`config.mk`:
```
export PLATFORM = sky130hd
export DESIGN_NAME = mult_issue_ctrl
export DESIGN_NICKNAME = d
export VERILOG_FILES = /design/src/rtl/mult_issue_pkg.sv /design/src/rtl/mult_watchdog.sv /design/src/rtl/mult_issue_ctrl.sv
export SDC_FILE = /design/constraint.sdc
export NUM_CORES = 1
export LEC_CHECK = 0
export ABC_AREA = 1
export CAP_MARGIN = 25
export CORE_ASPECT_RATIO = 2
export CORE_MARGIN = 1
export CORE_UTILIZATION = 41
export DETAILED_ROUTE_END_ITERATION = 10
export PLACE_DENSITY = 0.8
export SYNTH_ARGS = -nofsm -noshare
export SYNTH_HDL_FRONTEND = slang
export SYNTH_SLANG_ARGS = --single-unit
```
`constraint.sdc`:
```
create_clock -name clock -period 2 [get_ports clock]
set_clock_uncertainty 0.1 [all_clocks]
set_input_delay 0.4 -clock clock [delete_from_list [all_inputs] [get_ports clock]]
set_output_delay 0.4 -clock clock [all_outputs]
set_load 0.005 [all_outputs]
```
`src/rtl/mult_issue_pkg.sv`:
```
// rtl/mult_issue_pkg.sv - shared constants for the MULT issue/writeback sequencer
package mult_issue_pkg;

  localparam logic [1:0] ST_IDLE  = 2'd0;
  localparam logic [1:0] ST_ISSUE = 2'd1;
  localparam logic [1:0] ST_BUSY  = 2'd2;
  localparam logic [1:0] ST_DONE  = 2'd3;

  localparam logic [4:0]  RSTATUS_REG   = 5'd30;
  localparam logic [31:0] MULT_EXC_CODE = 32'd4;

  typedef struct packed {
    logic [4:0]  rd;
    logic [31:0] data;
    logic        exception;
  } wb_payload_t;

endpackage

```
`src/rtl/mult_watchdog.sv`:
```
// rtl/mult_watchdog.sv - cycle counter that flags a multiply running too long
module mult_watchdog
  import mult_issue_pkg::*;
#(
  parameter int TIMEOUT = 40,
  parameter int CNT_W   = 6
) (
  input  logic clock,
  input  logic clear_n,
  input  logic clr,
  input  logic en,
  output logic expired
);

  logic [CNT_W-1:0] count;

  always_ff @(posedge clock or negedge clear_n) begin
    if (!clear_n) begin
      count <= '0;
    end else if (clr) begin
      count <= '0;
    end else if (en) begin
      count <= count + 1'b1;
    end
  end

  assign expired = (count == CNT_W'(TIMEOUT - 1));

endmodule

```
`src/rtl/mult_issue_ctrl.sv`:
```
// rtl/mult_issue_ctrl.sv - issues MULT to the Booth multiplier and hands the result to writeback
// Optional RSTATUS_WRITE_EN: faulting multiplies write MULT_EXC_CODE into RSTATUS_REG instead of rd.
module mult_issue_ctrl
  import mult_issue_pkg::*;
#(
  parameter int TIMEOUT = 40,
  parameter int CNT_W   = 6
) (
  input  logic        clock,
  input  logic        clear_n,
  input  logic        ex_valid,
  input  logic        ex_is_mult,
  input  logic [31:0] ex_operandA,
  input  logic [31:0] ex_operandB,
  input  logic [4:0]  ex_rd,
  output logic        stall,
  output logic [31:0] mult_operandA,
  output logic [31:0] mult_operandB,
  output logic        ctrl_MULT,
  input  logic [31:0] mult_result,
  input  logic        mult_exception,
  input  logic        mult_resultRDY,
  output logic        wb_valid,
  input  logic        wb_ready,
  output logic [4:0]  wb_rd,
  output logic [31:0] wb_data,
  output logic        wb_exception
);

  logic [1:0]  state;
  logic [4:0]  rd_q;
  logic        accept;
  logic        in_busy;
  logic        expired;
  logic        finish;
  logic [31:0] cap_data;
  logic        cap_exc;
  wb_payload_t fin;

  assign accept  = (state == ST_IDLE) && ex_valid && ex_is_mult;
  assign in_busy = (state == ST_BUSY);
  // A ready result takes priority over a watchdog expiry in the same cycle.
  assign finish   = in_busy && (mult_resultRDY || expired);
  assign cap_data = mult_resultRDY ? mult_result : 32'd0;
  assign cap_exc  = mult_resultRDY ? mult_exception : 1'b1;

  always_comb begin
    fin.rd        = rd_q;
    fin.data      = cap_data;
    fin.exception = cap_exc;
`ifdef RSTATUS_WRITE_EN
    if (cap_exc) begin
      fin.rd   = RSTATUS_REG;
      fin.data = MULT_EXC_CODE;
    end
`endif
  end

  // Releasing stall in the handshake cycle lets the MULT leave execute as we return to IDLE.
  always_comb begin
    stall = 1'b0;
    if (clear_n) begin
      case (state)
        ST_IDLE:  stall = accept;
        ST_ISSUE: stall = 1'b1;
        ST_BUSY:  stall = 1'b1;
        ST_DONE:  stall = ~wb_ready;
        default:  stall = 1'b0;
      endcase
    end
  end

  mult_watchdog #(
    .TIMEOUT (TIMEOUT),
    .CNT_W   (CNT_W)
  ) u_watchdog (
    .clock   (clock),
    .clear_n (clear_n),
    .clr     (state == ST_ISSUE),
    .en      (in_busy),
    .expired (expired)
  );

  always_ff @(posedge clock or negedge clear_n) begin
    if (!clear_n) begin
      state         <= ST_IDLE;
      rd_q          <= '0;
      mult_operandA <= '0;
      mult_operandB <= '0;
      ctrl_MULT     <= 1'b0;
      wb_valid      <= 1'b0;
      wb_rd         <= '0;
      wb_data       <= '0;
      wb_exception  <= 1'b0;
    end else begin
      ctrl_MULT <= 1'b0;
      case (state)
        ST_IDLE: begin
          if (accept) begin
            mult_operandA <= ex_operandA;
            mult_operandB <= ex_operandB;
            rd_q          <= ex_rd;
            ctrl_MULT     <= 1'b1;
            state         <= ST_ISSUE;
          end
        end
        ST_ISSUE: begin
          state <= ST_BUSY;
        end
        ST_BUSY: begin
          if (finish) begin
            wb_rd        <= fin.rd;
            wb_data      <= fin.data;
            wb_exception <= fin.exception;
            wb_valid     <= 1'b1;
            state        <= ST_DONE;
          end
        end
        ST_DONE: begin
          if (wb_ready) begin
            wb_valid <= 1'b0;
            state    <= ST_IDLE;
          end
        end
        default: state <= ST_IDLE;
      endcase
    end
  end

endmodule
```
# Word level (Yosys, flattened, before mapping)
# Cells that the tools add are included.
# op_classes
eq_ne,7
shift,0
bitwise,1
mul,0
muxes,15
n_reduce_logical,12
n_div,0
magnitude_cmp,0
add_sub_neg,1
# op_table
op,n
32-bit 2-to-1 mux,1
6-bit 2-to-1 mux,2
2-bit case mux with 4 select lines,1
6-bit by 1-bit adder with 6-bit output (second input constant),1
6-bit equality test (second input constant),1
1-bit 2-to-1 mux,6
2-bit 2-to-1 mux,3
3-bit AND reduction,2
2-bit equality test (second input constant),2
2-bit inequality test (second input constant),2
2-bit AND reduction,2
2-bit nonzero test,2
1-bit logical AND,3
1-bit case mux with 3 select lines,1
2-bit by 1-bit equality test with 1-bit output (second input constant),1
2-bit zero test,1
2-bit by 1-bit inequality test with 1-bit output (second input constant),1
1-bit case mux with 2 select lines,1
2-bit OR reduction,1
1-bit logical OR,1
1-bit NOT,1
# totals
output_inout_bits,105
regBits,117
ramBits,0
rom_bits,0
latchBits,0
mem_count,0

# Depth between registers and ports, before layout
# Gate-level depths: netlist (run 1).
# depth
word_depth,5
mapped_depth,10

# Cells and area by module
# From an unflattened synthesis (run 1), not the netlist that was laid out.
# unflattened
hier_cells,531
hier_area_um2,4693.3
# modules_own_cells
mod,instances,cells_per_inst,seq_area_each_um2,area_per_inst_um2
mult_issue_ctrl,1,488,2777.7,4349.2
mult_watchdog,1,43,150.1,344.1

# Worst setup path before layout (run 1)
# No wires, ideal clock.
# synth_timing
kind,register to output
startpoint,register state[0]
endpoint,output port stall
arrival_time_ps,1127
stages_incl_launch_ff,7
path_slack_ps,373
t_required_ps,1500
path_buffers,0
cell_sequence,dfrtp_1 inv_1 ha_1 nand3_2 nand2_1 nand2_1 a31oi_1
# synth_via
elab_chain_cells,5
elab_cells_between_ends,9
# synth_lines
item,line_no,rtl
"start, declared",mult_issue_ctrl.sv:30,logic [1:0] state;
"start signal, assigned",mult_issue_ctrl.sv:86,state <= ST_IDLE;
"start signal, assigned",mult_issue_ctrl.sv:104,state <= ST_ISSUE;
"start signal, assigned",mult_issue_ctrl.sv:108,state <= ST_BUSY;
2-bit zero test,"mult_issue_ctrl.sv:40, mult_issue_ctrl.sv:63",
1-bit logical AND (2 in series),mult_issue_ctrl.sv:40,assign accept = (state == ST_IDLE) && ex_valid && ex_is_mult;
1-bit case mux with 3 select lines (*),mult_issue_ctrl.sv:63,case (state)
1-bit 2-to-1 mux (*),mult_issue_ctrl.sv:62,if (clear_n) begin
"end, declared",mult_issue_ctrl.sv:16,"output logic stall,"
# Every way passes the cells marked *; elsewhere a longest branch is shown, timed or not.

# Worst setup path in the final report (run 1)
# Ends and elaborated chain as after synthesis.

==> results of run 1 <==
worst reg2reg max path, delay by kind of cell, from the launching register on:
kind                       cells  cell delay, ps
buffers and inverters          5             880
DFF                            1             380
and+or+nand+nor                3             200
adders and majority gates      1             180
state kept, by name (all words and copies together), names as in the netlist:
name              cells
u_watchdog.count      6
wb_rd                 5
wb_valid              1
wb_data              32
state                 2
mult_operandA        32
ctrl_MULT             1
mult_operandB        32
wb_exception          1
rd_q                  5
metrics by stage:
stage | utilization (%) | cells
final | 69.79 | 903
after global routing | 69.79 | 903
after CTS | 69.58 | 902
after detailed placement | 63.60 | 869
after global placement | 63.60 | 869
after floorplan | - | 525
final timing paths:
check | start | to | slack, ps | depth (start not counted)
min in group clock | wb_data[24]$_DFFE_PN0P_ | wb_data[24]$_DFFE_PN0P_ | 370 | 2
hold / removal | clear_n | wb_valid$_DFFE_PN0P_ | 4 | 2
max in group asynchronous | clear_n | mult_operandB[3]$_DFFE_PN0P_ | 1370 | 2
hold reg to reg | wb_data[24]$_DFFE_PN0P_ | wb_data[24]$_DFFE_PN0P_ | 370 | 2
setup reg to reg | state[0]$_DFFE_PN0P_ | rd_q[1]$_DFFE_PN0P_ | 160 | 9
setup / recovery | state[0]$_DFFE_PN0P_ | stall | -60 | 7
cell type report:
class	count	area [um2]
repair buffers	228	2300
fillers	859	3307
clock buffers	18	439.2
inverters	16	60.06
well taps	140	175.2
multi-input cells	370	1559
flip-flops and latches	117	2928
clock inverters	14	177.7
cells in the mapped netlist, types with 2 or more instances:
library cell | n | share of area (%)
sky130_fd_sc_hd__nand2_2 | 11 | 1.5
sky130_fd_sc_hd__dfrtp_1 | 117 | 63
sky130_fd_sc_hd__nand4_1 | 2 | 0.27
sky130_fd_sc_hd__o21ai_0 | 3 | 0.32
sky130_fd_sc_hd__clkbuf_1 | 6 | 0.49
sky130_fd_sc_hd__nor2_1 | 5 | 0.40
sky130_fd_sc_hd__a21oi_1 | 5 | 0.54
sky130_fd_sc_hd__nand3_2 | 2 | 0.43
sky130_fd_sc_hd__buf_6 | 3 | 0.73
sky130_fd_sc_hd__buf_2 | 12 | 1.3
sky130_fd_sc_hd__nand2_1 | 320 | 26
sky130_fd_sc_hd__nor3_1 | 2 | 0.22
sky130_fd_sc_hd__nand3_1 | 10 | 1.1
sky130_fd_sc_hd__inv_1 | 14 | 1.1
sky130_fd_sc_hd__ha_1 | 5 | 1.3
power groups by stage:
stage / clock, mW / combinational [mW] / sequential [mW]
6_report: 3.10 / 4.52 / 4.09
5_1_grt: 3.27 / 4.99 / 4.22
3_3_place_gp: 0 / 4.31 / 4.03
3_5_place_dp: 0 / 4.47 / 4.09
4_1_cts: 3.16 / 4.57 / 4.09
2_1_floorplan: 0 / 1.54 / 4.13
metal layers:
metal  vias up  global-route usage [%]  part of all wire (%)
met5         -                       0                     0
met4         0                   11.59                   3.4
met3        31                   5.329                   5.9
met2       186                   43.57                    56
met1      1972                   23.24                    35
li1       2047                       -                     -
logic make-up after synthesis:
group / Yosys count / share of synthesized area, %
AOI/OAI and AO/OA: 9 / 0.9986
muxes: 1 / 0.2159
adders and majority gates: 5 / 1.350
and+or+nand+nor: 355 / 30.31
DFF: 117 / 63.16
buffers and inverters: 38 / 3.967
timing repair:
| item | 4_1_cts | 5_1_grt |
|---|---|---|
| endpoints found under the hold margin | 0 | 0 |
| hold buffers | 0 | 0 |
| resized for setup | 14 | 4 |
| pin swaps | 2 | 2 |
| buffers inserted | 1 | 1 |
| endpoints found under the setup margin | 70 | 70 |
==> results.txt, run 1 <==
The flow ran to the end, but the final reports show violations. The final reports fail on setup timing. Setup repair after global routing could not meet its margin everywhere. The unique cell type count in the Yosys netlist is 23. The number of H-tree levels is 4. The number of buffers between clock root and the deepest sink came out at 2. The wire length of the first global-routing pass is 21.39 mm.

The largest individual stage delay along the critical path comes from the cell sky130_fd_sc_hd__dfrtp_1. The routed via count came out at 4236. The diode insertion count for antenna repair came out at 0. The worst slack on hold paths came out at ~4.2 ps. The count of buffer and inverter cells on the critical path is 2. The total wire length after detailed routing is 12.73 mm. For this run, the slowest stage of the critical path takes 400 ps. The share of cells above drive strength 1 came out at 9.567%. The finished cells cover 7639 um2. Setup slack on the critical path of the routed design comes to -57.37 ps. In this run the remaining antenna-violating nets after routing total 0. The sequential group share of total power is a little over a third. Counting every net in the synthesized netlist gives between 600 and 700. The region available for standard cell placement spans 10950 um2. Synthesis produced 525 cells. The library cells used most frequently in the layout, excluding fill and tap cells, are 319 x sky130_fd_sc_hd__nand2_1, 210 x sky130_fd_sc_hd__clkdlybuf4s50_1, 117 x sky130_fd_sc_hd__dfrtp_1. Once the floorplan was initialized, standard cells occupied 42.35% of the core. The cell family with the largest share of critical-path delay is flip-flops. The data arrival time of the critical path came out at 1560 ps. The post-synthesis instance area is 4636 um2. The cell sitting at the root of the clock tree is a sky130_fd_sc_hd__clkbuf_16. The share of flip-flops with an asynchronous set or reset came out at 100.0%.

Setup violations remaining at the end of the flow were counted as 1. The floorplan step defined a die boundary enclosing 11760 um2. The die height is 152.4 um. The number of warnings reported in the yosys synthesis log is 0.

The DRC violation count after routing is 0. The type of element capturing the critical path is an output port. The share of synthesized area occupied by flip-flops and latches is 63.16%. The power share of the clock group is 26.5%.

The critical-path maximum fanout came out at 3. The number of buffers inserted by port buffering came out at 212. The weighted congestion at the end of routability-driven global placement came out at 0.7613.

The half-perimeter wire length after detailed placement came out at 9.116 mm. For this block, the initial DRC count from the detailed router was 213. The share of total power in combinational logic came out at 38.6%.

The most used flip-flop cell after synthesis is sky130_fd_sc_hd__dfrtp_1. 213 I/O pins were placed. The worst-case vdd ir drop is 0.8655 mV. For the worst-skew pair, the clock arrives at the later sink with an insertion delay of 400 ps.

The total CTS buffers is 17. The synthesized flop and latch total is 117. From synthesis to final layout, the design area changed by 64.78%. The number of max-slew violations in the final report is 0. The placement-stage worst setup slack came out at -275.4 ps.

The clock slew at the register clock pins of the worst setup and hold paths is 50 ps. The highest attainable clock frequency is around 0.49 GHz. The switching power summed over all nets is 3.612 mW. The max-cap violation count is 0. The final routed wire length divided by cell count is 14.10 um.

The total leakage power is roughly 3.8 nW. The combined global-route utilization of all metal layers is between 20% and 30%. The final cycle utilization of the critical path came out at 102.9%. The signal on the critical path passes through inv_2 > ha_4 > nand3_4 > nand2_2 > nand2_1 > a31oi_1 > buf_2. Entering global routing, the biggest net connects 118 pins. Leaving out fill and tap cells, the most frequent cell in the layout is sky130_fd_sc_hd__nand2_1. The critical path is of the flop to output port type. The type of the tightest min-delay check is primary input to async pin. The total power after layout is 11.71 mW. The final sum of negative setup slack is -57.37 ps.

The ratio of total power to cell area came out at 1533 nW/um2. The number of hold-slack violations in the final timing report came to 0. At the worst endpoint, the required time is 1500 ps. The number of global-route vias before repair came out at 4587. The shortest period the worst path allows came out at 2057 ps. The total overflow left after global routing is 0.

The number of cell rows came out at 54. The fraction of power spent switching nets is 30.84%. The worst slew margin relative to its limit came out at between 60% and 70%. Yosys mapped a number of flops with a built-in enable equal to 0. The initial antenna violation count is 0.

The number of nets at the end of the flow is between 800 and 900. The internal power of the cells totals 8.101 mW. The number of detailed-routing iterations run before antenna repair came out at 4. The via-per-instance ratio is about 4.7.

A synthesized cell averages 8.830 um2. The total cell area at the placement stage is 6962 um2. The total clock sinks came out at 117. The die outline width came out at 77.19 um.

The worst-margin pin slew is 596.8 ps. STA classifies the critical path startpoint as a flop. TritonCTS built the clock tree.
Power figures use the tool's default switching activity.
==> inputs of run 2 (changes only) <==
- CORE_UTILIZATION: 41 -> 40
- PLACE_DENSITY: 0.8 -> 0.78
- SYNTH_HIERARCHICAL: not set -> 1
==> results.txt, run 2 <==
The power share of the clock group is 25.2%. The worst-case vdd ir drop is around 0.87 mV. The core footprint came out at roughly 11000 um2.

The clock drives 117 sinks. Setup repair after global routing could not meet its margin everywhere. The library cells used most frequently in the layout, excluding fill and tap cells, are 336 x sky130_fd_sc_hd__nand2_1, 210 x sky130_fd_sc_hd__clkdlybuf4s50_1, 117 x sky130_fd_sc_hd__dfrtp_1. Ranked by instance count, the synthesized netlist is headed by 338 x sky130_fd_sc_hd__nand2_1, 117 x sky130_fd_sc_hd__dfrtp_1, 16 x sky130_fd_sc_hd__inv_1, 11 x sky130_fd_sc_hd__buf_6, 7 x sky130_fd_sc_hd__nor2_1. The share of cells above drive strength 1 is 8.192%. The largest net degree at the start of global routing came out at 118. The fraction of synthesized cell area taken by the top area cell type came out at 62.38%. The total CTS buffers came out at 17. In the synthesized netlist the dominant register cell turns out to be sky130_fd_sc_hd__dfrtp_1. The worst-margin pin slew is 620.0 ps.

The number of synthesized flops with an enable pin is 0. Global routing used 21.90% of the available tracks across all layers. The largest total area in the synthesized netlist belongs to sky130_fd_sc_hd__dfrtp_1. The post-synthesis average cell area came out at between 8 and 9 um2.

Data arrives at the worst endpoint at between 1000 and 1500 ps. Of the synthesized area, sequential elements account for 62.38%. The largest individual stage delay along the critical path comes from the cell sky130_fd_sc_hd__dfrtp_1. The number of global-route vias before repair is 4487. In this run the critical register-to-register path is launched from state[0]$_DFFE_PN0P_. The total congestion overflow after global routing came out at 0.

The post-synthesis instance area came out at about 4700 um2. The worst slew margin relative to its limit is 58.66%. The required arrival time at the worst endpoint came out at 1500 ps. Counting both buffers and inverters, the worst setup path holds a total of 2. The worst slack on hold paths is -2.603 ps. Of all flip-flops after synthesis, the portion carrying an async set or reset was 100.0%. The number of hold buffers added after CTS was 0. The root buffer cell is sky130_fd_sc_hd__clkbuf_16. The final cycle utilization of the critical path is 97.93%. The delay of the slowest cell on the worst path came out at ~400 ps.

TritonCTS built the clock tree. The highest attainable clock frequency came out at 0.5106 GHz. The initialized floorplan defines 55 standard-cell rows. The worst register-to-register path has a setup slack of 130 ps. The sequential group share of total power is 35.7%.

Including well taps, the total number of placed cells is ~900. Relative to the synthesized area, the layout overhead comes to 60.84%. The total wire length after detailed routing is 13.25 mm. The count of nets left with antenna violations once routing finished came out at 0. For this design the ratio of total power to cell area is 1505 nW/um2. In the final design database the tool counted slightly below 900 nets. The die outline width came out at a little under 80 um. The placement-stage worst setup slack is -235.8 ps.

The switching power summed over all nets came out at between 3 and 4 mW. The share of total power in combinational logic is around two fifths. The count of placed standard cells in the final layout, fillers left out is 911. The clock slew at the register clock pins of the worst setup and hold paths is 60 ps. The half-perimeter wire length after detailed placement is 9.486 mm. The source-to-sink clock delay at the later pin of the worst-skew pair is 390 ps. The synthesized flop and latch total is 117. Tracing the worst setup path back leads to its startpoint at state[0]$_DFFE_PN0P_.

The run finished, with violations left. The I/O pin total is 213. The critical-path maximum fanout is 4. The cell with the most instances on the worst path is sky130_fd_sc_hd__nand2_2. The max-cap violation count came out at 0. In this run switching power makes up 31.87% of total power. The routed via count is roughly 4300. Walking the worst path, the cells encountered are inv_2 > ha_4 > nand3_4 > nand2_2 > nand2_2 > a21oi_2 > buf_2.

After detailed routing, the number of remaining DRC violations is 0. The diode insertion count for antenna repair is 0. The largest registers in the layout are mult_operandA (32), mult_operandB (32), wb_data (32). The number of detailed-routing iterations run before antenna repair came out at 4. The checks that failed: hold timing.

The final routed wire length divided by cell count is 14.54 um. The wire length of the first global-routing pass is 20.64 mm. The design internal power came out at between 7 and 8 mW.

The first routing iteration left ~170 violations. The via-per-instance ratio is 4.761. In the final layout, the multi-input gates occupy about 1600 um2. The number of hold-slack violations in the final timing report is 2. The type of element capturing the critical path is an output port.

Setup slack closes at 41.35 ps. The library cell used most frequently in the layout, excluding fill and tap cells, is sky130_fd_sc_hd__nand2_1. The last element of the critical path is stall.

The die covers 12200 um2. At the end of routability-driven placement, the weighted congestion stood at 0.7925. The analysis attributes to cell leakage a power of 3.757 nW. The die height is 155.2 um.

Grouping stages by cell kind, the critical path spends the most delay in flip-flops. The final count of negative-setup-slack endpoints is 0. The number of buffers between clock root and the deepest sink came out at 2. Counting every net in the synthesized netlist gives 644. The number of standard cells after synthesis came out at 531. Measured on the finished design, the core utilization comes to approximately 66%. By area the synthesized netlist is led by sky130_fd_sc_hd__dfrtp_1 62%, sky130_fd_sc_hd__nand2_1 27%, sky130_fd_sc_hd__buf_6 2.6%. The critical path startpoint category is a flop. The number of H-tree levels is 4.

The total number of cells along the worst setup path came out at 7. The starting density of the core came out at 41.33%. The number of buffers inserted by port buffering is 212. The total area of sequential cells is just under 3000 um2. The worst hold path belongs to the class primary input to async pin. The worst register-to-register path ends at mult_operandB[14]$_DFFE_PN0P_. Yosys instantiated no cell more often than sky130_fd_sc_hd__nand2_1. The number of warnings reported in the yosys synthesis log is 6. The critical path in this run is classified as flop to output port.

The unique cell type count in the Yosys netlist is 22. The layout has 897 filler cells. Counting cells, the worst reg-to-reg path comes to 7. After layout, the minimum clock period comes to 1959 ps.

The total power after layout came out at 11.36 mW. The number of max-slew violations in the final report came out at 0. The initial antenna violation count is 0.
==> run 2: cell count changes after synthesis, sizes merged, moves of 3 or more <==
cell,before,now
inv,15,19
nand2,332,338
nor2,6,9
nand3,12,7
nand4,2,5
==> run 2: what timing repair did <==
item / in CTS / in global routing
setup buffers: 0 / 2
gates resized for setup: 8 / 4
setup endpoints to repair: 1 / 1
pin swaps: 1 / 3
==> run 2: how the worst min path moves through the flow <==
stage               cells after the start                       endpoint  slack [ps]                    start
finish                                  2       wb_exception$_DFFE_PN0P_          -3                  clear_n
CTS                                     2  mult_operandA[31]$_DFFE_PN0P_          40                  clear_n
detailed placement                      2        wb_data[17]$_DFFE_PN0P_         360  wb_data[17]$_DFFE_PN0P_
global route                            2           wb_valid$_DFFE_PN0P_          70                  clear_n
floorplan                               0            ctrl_MULT$_DFF_PN0_           4                  clear_n
global placement                        2        wb_data[28]$_DFFE_PN0P_         350  wb_data[28]$_DFFE_PN0P_
==> run 2: area by class of cell <==
class,count,share of cell area [%]
Inverter,19,0.9780
Clock buffer,18,5.818
Multi-Input combinational cell,375,20.64
Timing Repair Buffer,226,29.74
Tap cell,142,2.354
Sequential cell,117,38.79
Clock inverter,14,1.691
==> run 2: power groups by stage <==
stage          combinational (mW)  sequential (mW)  clock (mW)
2_1_floorplan                1.55             4.10           0
3_3_place_gp                 4.23             4.00           0
3_5_place_dp                 4.40             4.06           0
4_1_cts                      4.45             4.05        2.92
5_1_grt                      4.86             4.18        3.02
6_report                     4.45             4.05        2.86
==> run 2: stage by stage <==
step	area, um2	setup TNS (ps)
2_1_floorplan	4693	0
5_1_grt	7548	-52.00
3_5_place_dp	6943	-2319
6_report	7548	0
4_1_cts	7517	0
3_3_place_gp	6943	-390.6
==> run 2: kinds of logic after synthesis <==
| group | count (synthesis) | synth area share (%) |
|---|---|---|
| AO/OA/AOI/OAI | 6 | 0.8796 |
| flip-flops | 117 | 62.38 |
| buffers and inverters | 39 | 5.039 |
| AND/OR/NAND/NOR | 363 | 30.18 |
| adder cells (fa/ha/maj) | 5 | 1.333 |
| XOR/XNOR | 1 | 0.1867 |
==> run 2: per-layer routing <==
layer / GRT usage [%] / wire length [um]
met1: 22.01 / 4584
met2: 39.88 / 7249
met4: 11.20 / 465
met5: 0 / 0
met3: 6.334 / 946
==> inputs of run 3 (changes only) <==
- CORE_ASPECT_RATIO: 2 -> 1.75
- GPL_TIMING_DRIVEN: not set -> 0
==> results.txt, run 3 (synthesis gave the netlist of run 2 again) <==
The final routed wire length divided by cell count came out at about 14 um. The initial antenna violation count came out at 0. Entering global routing, the biggest net connects 100 pins.

Traced cell by cell, the critical path runs through buf_4 > ha_1 > nand2_2 > a21oi_2 > buf_2. After layout, the worst path uses 101.2% of the clock period. The I/O pin total came out at 213. The number of H-tree levels came out at 4. The TritonCTS clock tree is done. Global routing finished with a remaining overflow of 0.

The number of buffers inserted by port buffering is 212. The most common cell after layout, fill and taps aside is sky130_fd_sc_hd__nand2_1. The critical-path maximum fanout came out at 5. The ratio of total power to cell area is ~1500 nW/um2. The worst-case vdd ir drop is between 0.7 and 0.8 mV. Setup violations remaining at the end of the flow were counted as 1.

The cell family with the largest share of critical-path delay is flip-flops. The max-cap violation count is 0. Once layout is done, the placed cells without fillers occupy 7787 um2. The number of hold-slack violations in the final timing report came out at 19.

The starting density of the core is between 40% and 50%. The number of detailed-routing iterations run before antenna repair is 7. The number of global-route vias before repair is 4654.

The count of buffer and inverter cells on the critical path is 2. The core footprint is 11520 um2. The half-perimeter wire length after detailed placement is 9.578 mm. Once routing completed, OpenROAD measured the worst setup slack at -23.80 ps.

The combined global-route utilization of all metal layers is 22.74%. The largest single stage delay on the critical path is 430 ps. Among all stages on the critical path, the largest delay is contributed by sky130_fd_sc_hd__dfrtp_2. STA classifies the critical path endpoint as an output port. The first global-routing pass estimated 21.68 mm of wire. Static timing analysis puts the maximum clock frequency at 0.4941 GHz. In this run the tightest slew margin relative to its limit is 66.19%. The total power after layout came out at approximately 12 mW.

The die is 83.88 um wide. The required arrival time at the worst endpoint came out at 1500 ps. Prior to clock tree synthesis, the placed netlist has a worst setup slack of -557.0 ps.

The library cells used most frequently in the layout, excluding fill and tap cells, are 335 x sky130_fd_sc_hd__nand2_1, 210 x sky130_fd_sc_hd__clkdlybuf4s50_1, 115 x sky130_fd_sc_hd__dfrtp_1. The post-detailed-route count of antenna-violating nets is 0. The clock slew at the register clock pins of the worst setup and hold paths came out at 50 ps. The run finished, with violations left. The checks that failed: DRC, hold timing, setup timing. The DRC violation count after routing came out at 26. 0 antenna diodes ended up in the layout. For the finished layout, the period the worst path requires is between 2000 and 2500 ps.

The critical path startpoint category is a flop. The violation count after the first detailed-route iteration is 193. In this run the core area contains 52 standard-cell rows. The total clock sinks came out at 117. In the routed layout, each cell is associated on average with a via count of ~4.7. The number of max-slew violations in the final report is 0. The root buffer cell chosen for the clock tree is sky130_fd_sc_hd__clkbuf_16.

For the pin with the worst max-slew slack, the measured transition is between 500 and 600 ps. The die height came out at 145.3 um. The later pin in the worst-skew pair is clocked with a latency of 400 ps. The layout overhead on the synthesized area came out at 65.93%. The routed via count came out at 4320. The die area is around 12000 um2. The congestion estimate from routability-driven global placement came to just over 0.8. Hold timing on the final database bottoms out at a slack of -262.2 ps. The total cell area at the placement stage is 7013 um2. The largest registers in the layout are mult_operandA (32), mult_operandB (32), wb_data (32). Setup repair after global routing could not meet its margin everywhere. The path class of the tightest hold or removal check is primary input to async pin.

The data arrival time of the critical path came out at 1520 ps. The total leakage power is between 3 and 4 nW. The type of the worst setup path is flop to output port. The post-route netlist has between 10% and 20% of its cells at a drive strength greater than 1. The number of nets at the end of the flow is between 800 and 900. The number of clock buffers added by TritonCTS is 17. In this run the deepest clock path goes through 2 buffers. The total wire length after detailed routing came out at 13.04 mm.
run 3: repair_timing:
action	in CTS	in global routing
buffers inserted	6	6
hold endpoints to repair	19	19
setup endpoints to repair	30	35
pin swaps	3	2
gates resized for setup	11	8
run 3: path summary, 6_finish.rpt:
path / startpoint / to / slack [ps] / cells after the start
worst max register to register: state[0]$_DFFE_PN0P_ / mult_operandB[24]$_DFFE_PN0P_ / 110 / 10
worst min register to register: wb_data[13]$_DFFE_PN0P_ / wb_data[13]$_DFFE_PN0P_ / 370 / 2
max in group asynchronous: clear_n / wb_data[26]$_DFFE_PN0P_ / 1310 / 2
min in group clock: wb_data[13]$_DFFE_PN0P_ / wb_data[13]$_DFFE_PN0P_ / 370 / 2
worst max-delay path: state[0]$_DFFE_PN0P_ / stall / -20 / 5
worst min-delay path: clear_n / mult_operandA[20]$_DFFE_PN0P_ / -260 / 1
run 3: power breakdown:
| group | switching [mW] | internal [mW] |
|---|---|---|
| registers | 0.599 | 3.44 |
| logic | 1.89 | 2.67 |
| clock network | 1.02 | 2.26 |
run 3: metal layers:
| metal | routed length, um | GRT usage (%) | up-vias |
|---|---|---|---|
| met1 | 4648 | 23.05 | 2003 |
| met4 | 565 | 12.33 | 0 |
| met3 | 881 | 7.053 | 44 |
| met5 | 0 | 0 | - |
| li1 | - | - | 2099 |
| met2 | 6947 | 40.82 | 174 |
run 3: metrics by stage:
stage | cells | util (%) | TNS, ps | hold WS (ps)
4_1_cts | 916 | 67.03 | -52.83 | -268.7
5_1_grt | 922 | 67.62 | -90.16 | -267.0
2_1_floorplan | 531 | - | 0 | 4.409
3_3_place_gp | 878 | 60.65 | -465740 | 352.8
6_report | 922 | 67.62 | -23.80 | -262.2
3_5_place_dp | 879 | 60.90 | -599.3 | 159.4
run 3: layout make-up:
type	instances	area [um2]
Tap cell	135	168.9
Timing Repair Buffer	225	2240
Multi-Input combinational cell	375	1574
Inverter	19	73.82
Buffer	20	162.7
Clock buffer	21	460.4
Fill cell	889	3729
Clock inverter	10	177.7
Sequential cell	117	2930
run 3: worst reg2reg max path: cells and delay by family (launching register included):
family	cells	cell delay [ps]
fa+ha+maj	1	160
simple gates	3	210
flops	1	430
buf+inv	6	870
